## src/rtl/uart_rx_if.sv

```systemverilog
// Host-side bundle of the UART receiver: serial line, parity select, and the
// character/status outputs held under the rx_valid / rx_ack handshake.
interface uart_rx_if;
    logic       rxd;
    logic       p_s;
    logic       rx_ack;
    logic [6:0] rx_data;
    logic       rx_valid;
    logic       parity_err;
    logic       frame_err;
    logic       overrun;
    logic       busy;

    modport master (
        output rxd, p_s, rx_ack,
        input  rx_data, rx_valid, parity_err, frame_err, overrun, busy
    );

    modport slave (
        input  rxd, p_s, rx_ack,
        output rx_data, rx_valid, parity_err, frame_err, overrun, busy
    );
endinterface

```

## src/rtl/uart_rx_datapath.sv

```systemverilog
// UART receiver for 7-bit characters with one parity bit and one stop bit,
// sampling at mid-bit and presenting each character under a valid/ack handshake.
module uart_rx_datapath #(
    parameter int CLKS_PER_BIT = 16
) (
    input  logic     clk,
    input  logic     rst_n,
    uart_rx_if.slave bus
);

    localparam int HALF  = CLKS_PER_BIT / 2;
    localparam int CNT_W = $clog2(CLKS_PER_BIT);
    localparam logic [CNT_W-1:0] CNT_LAST = CNT_W'(CLKS_PER_BIT - 1);
    localparam logic [CNT_W-1:0] CNT_MID  = CNT_W'(HALF - 1);

    typedef enum logic [2:0] {
        IDLE,
        START,
        DATA,
        PARITY,
        STOP
    } state_t;

    state_t           state, state_n;
    logic [CNT_W-1:0] clk_cnt, clk_cnt_n;
    logic [2:0]       bit_cnt, bit_cnt_n;
    logic             shift_en;
    logic             par_en;
    logic             done;

    logic             rxd_p0;
    logic             rxd_p1;
    logic             rxd_s;

    logic [6:0]       shift_reg;
    logic             par_err_q;

    logic [6:0]       rx_data_q;
    logic             rx_valid_q;
    logic             parity_err_q;
    logic             frame_err_q;
    logic             overrun_q;

    // Even parity expects p_bit == ^data; odd expects its complement.
    function automatic logic parity_check(input logic p_bit, input logic [6:0] data,
                                          input logic sel_odd);
        return p_bit ^ (^data) ^ sel_odd;
    endfunction

    // ---- stage p0/p1: two-flop synchronizer, idles high ----
    always_ff @(posedge clk) begin
        if (!rst_n) begin
            rxd_p0 <= 1'b1;
            rxd_p1 <= 1'b1;
        end else begin
            rxd_p0 <= bus.rxd;
            rxd_p1 <= rxd_p0;
        end
    end

    assign rxd_s = rxd_p1;

    // ---- frame FSM: state and counters ----
    always_ff @(posedge clk) begin
        if (!rst_n) begin
            state   <= IDLE;
            clk_cnt <= '0;
            bit_cnt <= '0;
        end else begin
            state   <= state_n;
            clk_cnt <= clk_cnt_n;
            bit_cnt <= bit_cnt_n;
        end
    end

    always_comb begin
        state_n   = state;
        clk_cnt_n = clk_cnt;
        bit_cnt_n = bit_cnt;
        shift_en  = 1'b0;
        par_en    = 1'b0;
        done      = 1'b0;
        case (state)
            IDLE: begin
                clk_cnt_n = '0;
                bit_cnt_n = '0;
                if (!rxd_s) state_n = START;
            end
            START: begin
                if (clk_cnt == CNT_MID) begin
                    // A line back high at mid-start is a glitch, not a frame.
                    clk_cnt_n = '0;
                    bit_cnt_n = '0;
                    state_n   = rxd_s ? IDLE : DATA;
                end else begin
                    clk_cnt_n = clk_cnt + 1'b1;
                end
            end
            DATA: begin
                if (clk_cnt == CNT_LAST) begin
                    shift_en  = 1'b1;
                    clk_cnt_n = '0;
                    if (bit_cnt == 3'd6) begin
                        bit_cnt_n = '0;
                        state_n   = PARITY;
                    end else begin
                        bit_cnt_n = bit_cnt + 1'b1;
                    end
                end else begin
                    clk_cnt_n = clk_cnt + 1'b1;
                end
            end
            PARITY: begin
                if (clk_cnt == CNT_LAST) begin
                    par_en    = 1'b1;
                    clk_cnt_n = '0;
                    state_n   = STOP;
                end else begin
                    clk_cnt_n = clk_cnt + 1'b1;
                end
            end
            STOP: begin
                // Leaving at mid-stop lets the next start bit follow immediately.
                if (clk_cnt == CNT_LAST) begin
                    done      = 1'b1;
                    clk_cnt_n = '0;
                    state_n   = IDLE;
                end else begin
                    clk_cnt_n = clk_cnt + 1'b1;
                end
            end
            default: begin
                state_n   = IDLE;
                clk_cnt_n = '0;
                bit_cnt_n = '0;
            end
        endcase
    end

    // ---- stage p2: character assembly and parity evaluation ----
    always_ff @(posedge clk) begin
        if (shift_en) shift_reg[bit_cnt] <= rxd_s;
        if (par_en)   par_err_q <= parity_check(rxd_s, shift_reg, bus.p_s);
    end

    // ---- output registers and host handshake ----
    always_ff @(posedge clk) begin
        if (!rst_n) begin
            rx_data_q    <= '0;
            rx_valid_q   <= 1'b0;
            parity_err_q <= 1'b0;
            frame_err_q  <= 1'b0;
            overrun_q    <= 1'b0;
        end else if (done) begin
            rx_data_q    <= shift_reg;
            parity_err_q <= par_err_q;
            frame_err_q  <= ~rxd_s;
            overrun_q    <= overrun_q | (rx_valid_q & ~bus.rx_ack);
            rx_valid_q   <= 1'b1;
        end else if (bus.rx_ack) begin
            rx_valid_q <= 1'b0;
            overrun_q  <= 1'b0;
        end
    end

    assign bus.rx_data    = rx_data_q;
    assign bus.rx_valid   = rx_valid_q;
    assign bus.parity_err = parity_err_q;
    assign bus.frame_err  = frame_err_q;
    assign bus.overrun    = overrun_q;
    assign bus.busy       = (state != IDLE);

endmodule

```

## src/flat_wrapper.sv

```systemverilog
// flat-port wrapper written by rule: the top's interface ports become plain ports
module uart_rx_datapath_flat 
#(
    parameter int CLKS_PER_BIT = 16
)
  (clk, rst_n, bus_rxd, bus_p_s, bus_rx_ack, bus_rx_data, bus_rx_valid, bus_parity_err, bus_frame_err, bus_overrun, bus_busy);
  uart_rx_if bus_i ();
  input  logic clk;
  input  logic rst_n;
  input wire logic [$bits(bus_i.rxd)-1:0] bus_rxd;
  input wire logic [$bits(bus_i.p_s)-1:0] bus_p_s;
  input wire logic [$bits(bus_i.rx_ack)-1:0] bus_rx_ack;
  output wire logic [$bits(bus_i.rx_data)-1:0] bus_rx_data;
  output wire logic [$bits(bus_i.rx_valid)-1:0] bus_rx_valid;
  output wire logic [$bits(bus_i.parity_err)-1:0] bus_parity_err;
  output wire logic [$bits(bus_i.frame_err)-1:0] bus_frame_err;
  output wire logic [$bits(bus_i.overrun)-1:0] bus_overrun;
  output wire logic [$bits(bus_i.busy)-1:0] bus_busy;
  assign bus_i.rxd = bus_rxd;
  assign bus_i.p_s = bus_p_s;
  assign bus_i.rx_ack = bus_rx_ack;
  assign bus_rx_data = bus_i.rx_data;
  assign bus_rx_valid = bus_i.rx_valid;
  assign bus_parity_err = bus_i.parity_err;
  assign bus_frame_err = bus_i.frame_err;
  assign bus_overrun = bus_i.overrun;
  assign bus_busy = bus_i.busy;
  uart_rx_datapath #(.CLKS_PER_BIT(CLKS_PER_BIT)) u_core (.clk(clk), .rst_n(rst_n), .bus(bus_i));
endmodule
```

## config.mk

```make
export PLATFORM = sky130hd
export DESIGN_NAME = uart_rx_datapath_flat
export DESIGN_NICKNAME = d
export VERILOG_FILES = /design/src/rtl/uart_rx_if.sv /design/src/rtl/uart_rx_datapath.sv /design/src/flat_wrapper.sv
export SDC_FILE = /design/constraint.sdc
export NUM_CORES = 1
export LEC_CHECK = 0
export ABC_AREA = 1
export ABC_CLOCK_PERIOD_IN_PS = 2100
export BUFFER_PORTS_ARGS = -buffer_cell sky130_fd_sc_hd__buf_4
export CORE_MARGIN = 1.5
export CORE_UTILIZATION = 55
export DETAILED_ROUTE_END_ITERATION = 10
export PLACE_DENSITY = 0.76
export REMOVE_ABC_BUFFERS = 1
export SLEW_MARGIN = 20
export SYNTH_ARGS = -nofsm -noshare
export SYNTH_HDL_FRONTEND = slang
export SYNTH_SLANG_ARGS = --single-unit
export TNS_END_PERCENT = 50
```

## constraint.sdc

```tcl
create_clock -name clk -period 2.1 [get_ports clk]
set_clock_uncertainty 0.2 [all_clocks]
set_input_delay 0.42 -clock clk [delete_from_list [all_inputs] [get_ports clk]]
set_output_delay 0.42 -clock clk [all_outputs]
set_load 0.005 [all_outputs]
```

Yosys cells after proc, flatten, opt, wreduce, memory -nomap -nowiden
Index checks and enable logic that the tools add are counted.
{"block": "word_totals", "reg_bits": 31, "in_bits": 5, "out_inout_bits": 12, "word_cells": 70}
{"block": "op_classes", "n_addsub": 2, "n_lt_le_gt_ge": 2, "n_eq_ne": 13, "n_mux": 25, "bitwise_logic": 7, "reduce_logical": 9}
{"operator": "$mux W3", "n": 9}
{"operator": "$pmux W3 S5", "n": 1}
{"operator": "$ne A2 B1 Y1 const B", "n": 5}
{"operator": "$pmux W3 S3", "n": 1}
{"operator": "$mux W1", "n": 8}
{"operator": "$mux W4", "n": 2}
{"operator": "$pmux W4 S2", "n": 1}
{"operator": "$bwmux W7", "n": 1}
{"operator": "$reduce_xor A7 Y1", "n": 1}
{"operator": "$eq A3 B2 Y1 const B", "n": 2}
{"operator": "$eq A3 B3 Y1 const B", "n": 2}
{"operator": "$reduce_and A6 Y1", "n": 1}
{"operator": "$add A4 B1 Y4 const B", "n": 1}
{"operator": "$eq A4 B3 Y1 const B", "n": 1}
{"operator": "$eq A4 B4 Y1 const B", "n": 1}
{"operator": "$lt A3 B4 Y1 const B", "n": 1}
{"operator": "$add A3 B1 Y3 const B", "n": 1}
{"operator": "$demux W1 S3", "n": 1}
{"operator": "$eq A3 B1 Y1 const B", "n": 1}
{"operator": "$ge A3 B1 Y1 const B", "n": 1}
{"operator": "$logic_not A3 Y1", "n": 1}
{"operator": "$not A1 Y1", "n": 3}
{"operator": "$reduce_and A3 Y1", "n": 1}
{"operator": "$reduce_bool A3 Y1", "n": 1}
{"operator": "other kinds (9)", "n": 10}

Logic depth before layout (Yosys ltp)
{"block": "logic_depth", "ltp_word": 5, "mapped_depth": 10, "depth_no_buf": 10}

Least setup slack after synthesis
No wires, ideal clock.
{"block": "synth_timing", "kind": "register -> register", "startpoint": "register u_core.clk_cnt[0]", "endpoint": "register u_core.shift_reg[1] (enable)", "setup_ns": 0.312, "arrival_ns": 1.069, "required_ns": 1.588, "path_slack_ns": 0.519, "stages_incl_launch_ff": 6, "n_path_buf": 0, "period_less_slack_ns": 1.581, "path_cell_list": "dfxtp_1 ha_1 nand3_4 nor2_1 nand2_1 nor3_1"}
{"block": "synth_via", "elab_chain_cells": 3}
{"item": "from (decl)", "line_no": "uart_rx_datapath.sv:25", "text": "logic [CNT_W-1:0] clk_cnt, clk_cnt_n;"}
{"item": "from (signal assigned)", "line_no": "uart_rx_datapath.sv:71", "text": "clk_cnt <= clk_cnt_n;"}
{"item": "$eq A4 B4 Y1", "line_no": "uart_rx_datapath.sv:100", "text": "if (clk_cnt == CNT_LAST) begin"}
{"item": "$mux W1", "line_no": "uart_rx_datapath.sv:100"}
{"item": "$mux W1", "line_no": "uart_rx_datapath.sv:83", "text": "case (state)"}
{"item": "to (signal, indexed assignment)", "line_no": "uart_rx_datapath.sv:142", "text": "if (shift_en) shift_reg[bit_cnt] <= rxd_s;"}
{"item": "to (decl)", "line_no": "uart_rx_datapath.sv:35", "text": "logic [6:0] shift_reg;"}
No other way between the ends.
A chain may end at the register's enable or synchronous reset.

Worst setup path in the final report
{"block": "layout_timing", "startpoint": "register u_core.state[0]", "endpoint": "output bus_busy"}
{"block": "layout_via", "elab_chain_cells": 1}
{"item": "from (decl)", "line_no": "uart_rx_datapath.sv:24", "text": "state_t state, state_n;"}
{"item": "from (signal assigned)", "line_no": "uart_rx_datapath.sv:70", "text": "state <= state_n;"}
{"item": "$reduce_bool A3 Y1", "line_no": "uart_rx_datapath.sv:171", "text": "assign bus.busy = (state != IDLE);"}
{"item": "to (decl)", "line_no": "flat_wrapper.sv:18", "text": "output wire logic [$bits(bus_i.busy)-1:0] bus_busy;"}
No other way between the ends.

==> impl_metrics.yaml <==
drt:
  routed_wl_um: 2853
  first_pass_iters: 4
  via_per_inst: 5.155
  vias: 1196
  postRouteAntennaNets: 0
  drc_errors: 0
  wl_per_cell_um: 12.30
  drt_iter0_markers: 22
critical_path:
  ff2ff_path_depth: 5
  crit_buf_inv: 1
  critPathMaxStageDelay_ns: 0.38
  slowest_stage: "dfxtp_1"
  cp_data_required_time_ns: 1.48
  critPathTopFamily: "flip-flops"
  r2r-start: "u_core.clk_cnt[0]"
  r2r-end: "u_core.shift_reg[0]"
  path_class: "flip-flop to output port"
  r2r_setup_slack_ns: 0.30
  arrival_ns: 1.21
  worstSetupEndpointType: "output port"
  cp-start-kind: "flip-flop"
  crit_fanout: 5
  path_cells: "nor2_2, nand2_1, buf_4"
placed_design:
  dpl_worst_slack_ns: 0.3442
  dpl.hpwl_um: 2093
  gp_congestion: 0.8565
  io_buffers: 16
die:
  core_mm2: 0.002522
  die_x_um: 55.10
  dieArea_mm2: 0.003035
  ioPinCount: 17
  std_cell_rows: 18
  die_h_um: 55.10
  start_util: 0.5918
global_route:
  grt_busiest_layer: "met2"
  grt_pass1_wl_um: 4802
  antenna_found_initial: 0
  grt_overflow: 0
  use_met1: 0.2675
  use_met2: 0.3770
  grt_use_met3: 0.09140
  grt_max_degree: 15
  track_usage: 0.2362
  grt_pass1_vias: 1145
final_layout:
  drive_gt1_frac: 0.2673
  syn_to_final_growth_pct: 15.68
  multi_input_area_um2: 709.4
  final_common_cell: "nor2_1"
  nFillCells: 204
  n_antenna_cell: 0
  layout_common_cells: "37 x nor2_1, 26 x nand2_1, 23 x dfxtp_1"
  nets: 207
  regArea_um2: 700.7
sta:
  worstMarginPinSlew_ns: 0.3076
  hold_viol: 0
  setup_tns_ns: 0
  max_freq_ghz: 0.5471
  period_share: 0.8703
  setup_viol: 0
  timing.final.crit_period_ns: 1.828
  slew_violations: 0
  setup_ws_ns: 0.2723
  rsz0062_at_grt: "no"
  slew_headroom: 0.7946
synthesis:
  synthAdderAreaFrac: 0.008382
  synthMuxAreaShare: 0
  synthCells: 179
  ys_types: 29
  yosys_warnings: 0
  synth_top_family_by_area: "simple AND/OR/NAND/NOR gates"
  synth_xor_area_frac: 0.03521
  synth_compound_area_frac: 0.07041
  synth_area_mm2: 0.001493
  synthSimpleGateAreaFrac: 0.3613
  syn_avg_cell_area_um2: 8.339
  yosysSeqAreaShare: 0.4694
  synth_seq_cells: 31
clocking:
  cts_setup_buffers: 0
  path_clk_slew_ns: 0.10
  clockBufferDepth: 2
  cts_tree: "yes"
  cts_resized: 0
  hold_buffers: 0
  htreeDepth: 2
  clock_latency_ns: 0.34
  cts_sinks: 31
  numCtsBuffers: 5
  root_buffer: "clkbuf_4"
power_and_ir_drop:
  report.power.total_mw: 1.752
  p_per_area_mw_per_mm2: 1015
  ir_worst_vdd_v: 0.0009883
  power_leakage_nw: 0.7439
job:
  max_cap_violations: 0
hold_path:
  min_path_cells: 2
  hold_path.class: "primary input to flip-flop"
  min_from: "bus_rxd"
  hold-path-endpoint: "u_core.rxd_p0"
outcome:
  status: "complete, no violations"
==> cells by family after synthesis <==
kind of cell               Yosys count
adders and majority gates            1
xor gates and xnor gates             6
and+or+nand+nor                    100
buffers and inverters               20
DFF                                 31
AOI/OAI and AO/OA                   21
==> stage by stage <==
step / instance area (um2) / hold WS, ns / cells / util
final: 1727 / 0.06129 / 232 / 0.6845
after global routing: 1727 / 0.04590 / 232 / 0.6845
after CTS: 1727 / 0.03986 / 232 / 0.6845
after detailed placement: 1645 / 0.2138 / 224 / 0.6523
after global placement: 1645 / 0.2047 / 224 / 0.6523
after floorplan: 1480 / 0.1925 / 177 / -
==> worst max path at each step <==
stage	start	end	slack (ns)	cells past startpoint
floorplan	u_core.clk_cnt[0]	u_core.shift_reg[1]	0.52	5
global placement	u_core.clk_cnt[0]	u_core.shift_reg[1]	0.45	5
detailed placement	u_core.clk_cnt[0]	u_core.shift_reg[0]	0.34	5
CTS	u_core.state[0]	bus_busy	0.25	3
global route	u_core.state[0]	bus_busy	0.18	3
finish	u_core.state[0]	bus_busy	0.27	3
==> synthesized netlist by cell type, drive strengths merged <==
cell,number,area (um2)
a21oi,10,50.05
buf,1,7.510
clkbuf,1,5.000
dfxtp,23,460.4
edfxtp,8,240.2
ha,1,12.51
inv,18,70.07
nand2,32,155.1
nand3,9,82.58
nand3b,2,15.01
nand4,3,18.77
nor2,46,215.2
nor3,3,20.02
nor3b,1,7.510
nor4,1,6.260
o21ai,11,55.05
or2,3,18.77
xnor2,4,35.03
xor2,2,17.52
==> report_power, final <==
group / internal (mW) / switching (mW)
Combinational: 0.228 / 0.368
Sequential: 0.650 / 0.0598
Clock: 0.233 / 0.212
==> cell type report <==
cell class / instances / share of cell area
multi-input combinational: 128 / 0.4109
sequential: 31 / 0.4058
timing repair buffer: 17 / 0.07391
clock buffer: 7 / 0.04420
inverter: 18 / 0.04058
tap: 30 / 0.02174
clock inverter: 1 / 0.002899
==> metal layers <==
metal	wire, um	vias up	part of all wire
met5	0	-	0
met4	72	0	0.025
met3	113	6	0.040
met2	1364	19	0.48
met1	1302	553	0.46
li1	-	618	-
Power figures use the tool's default switching activity.
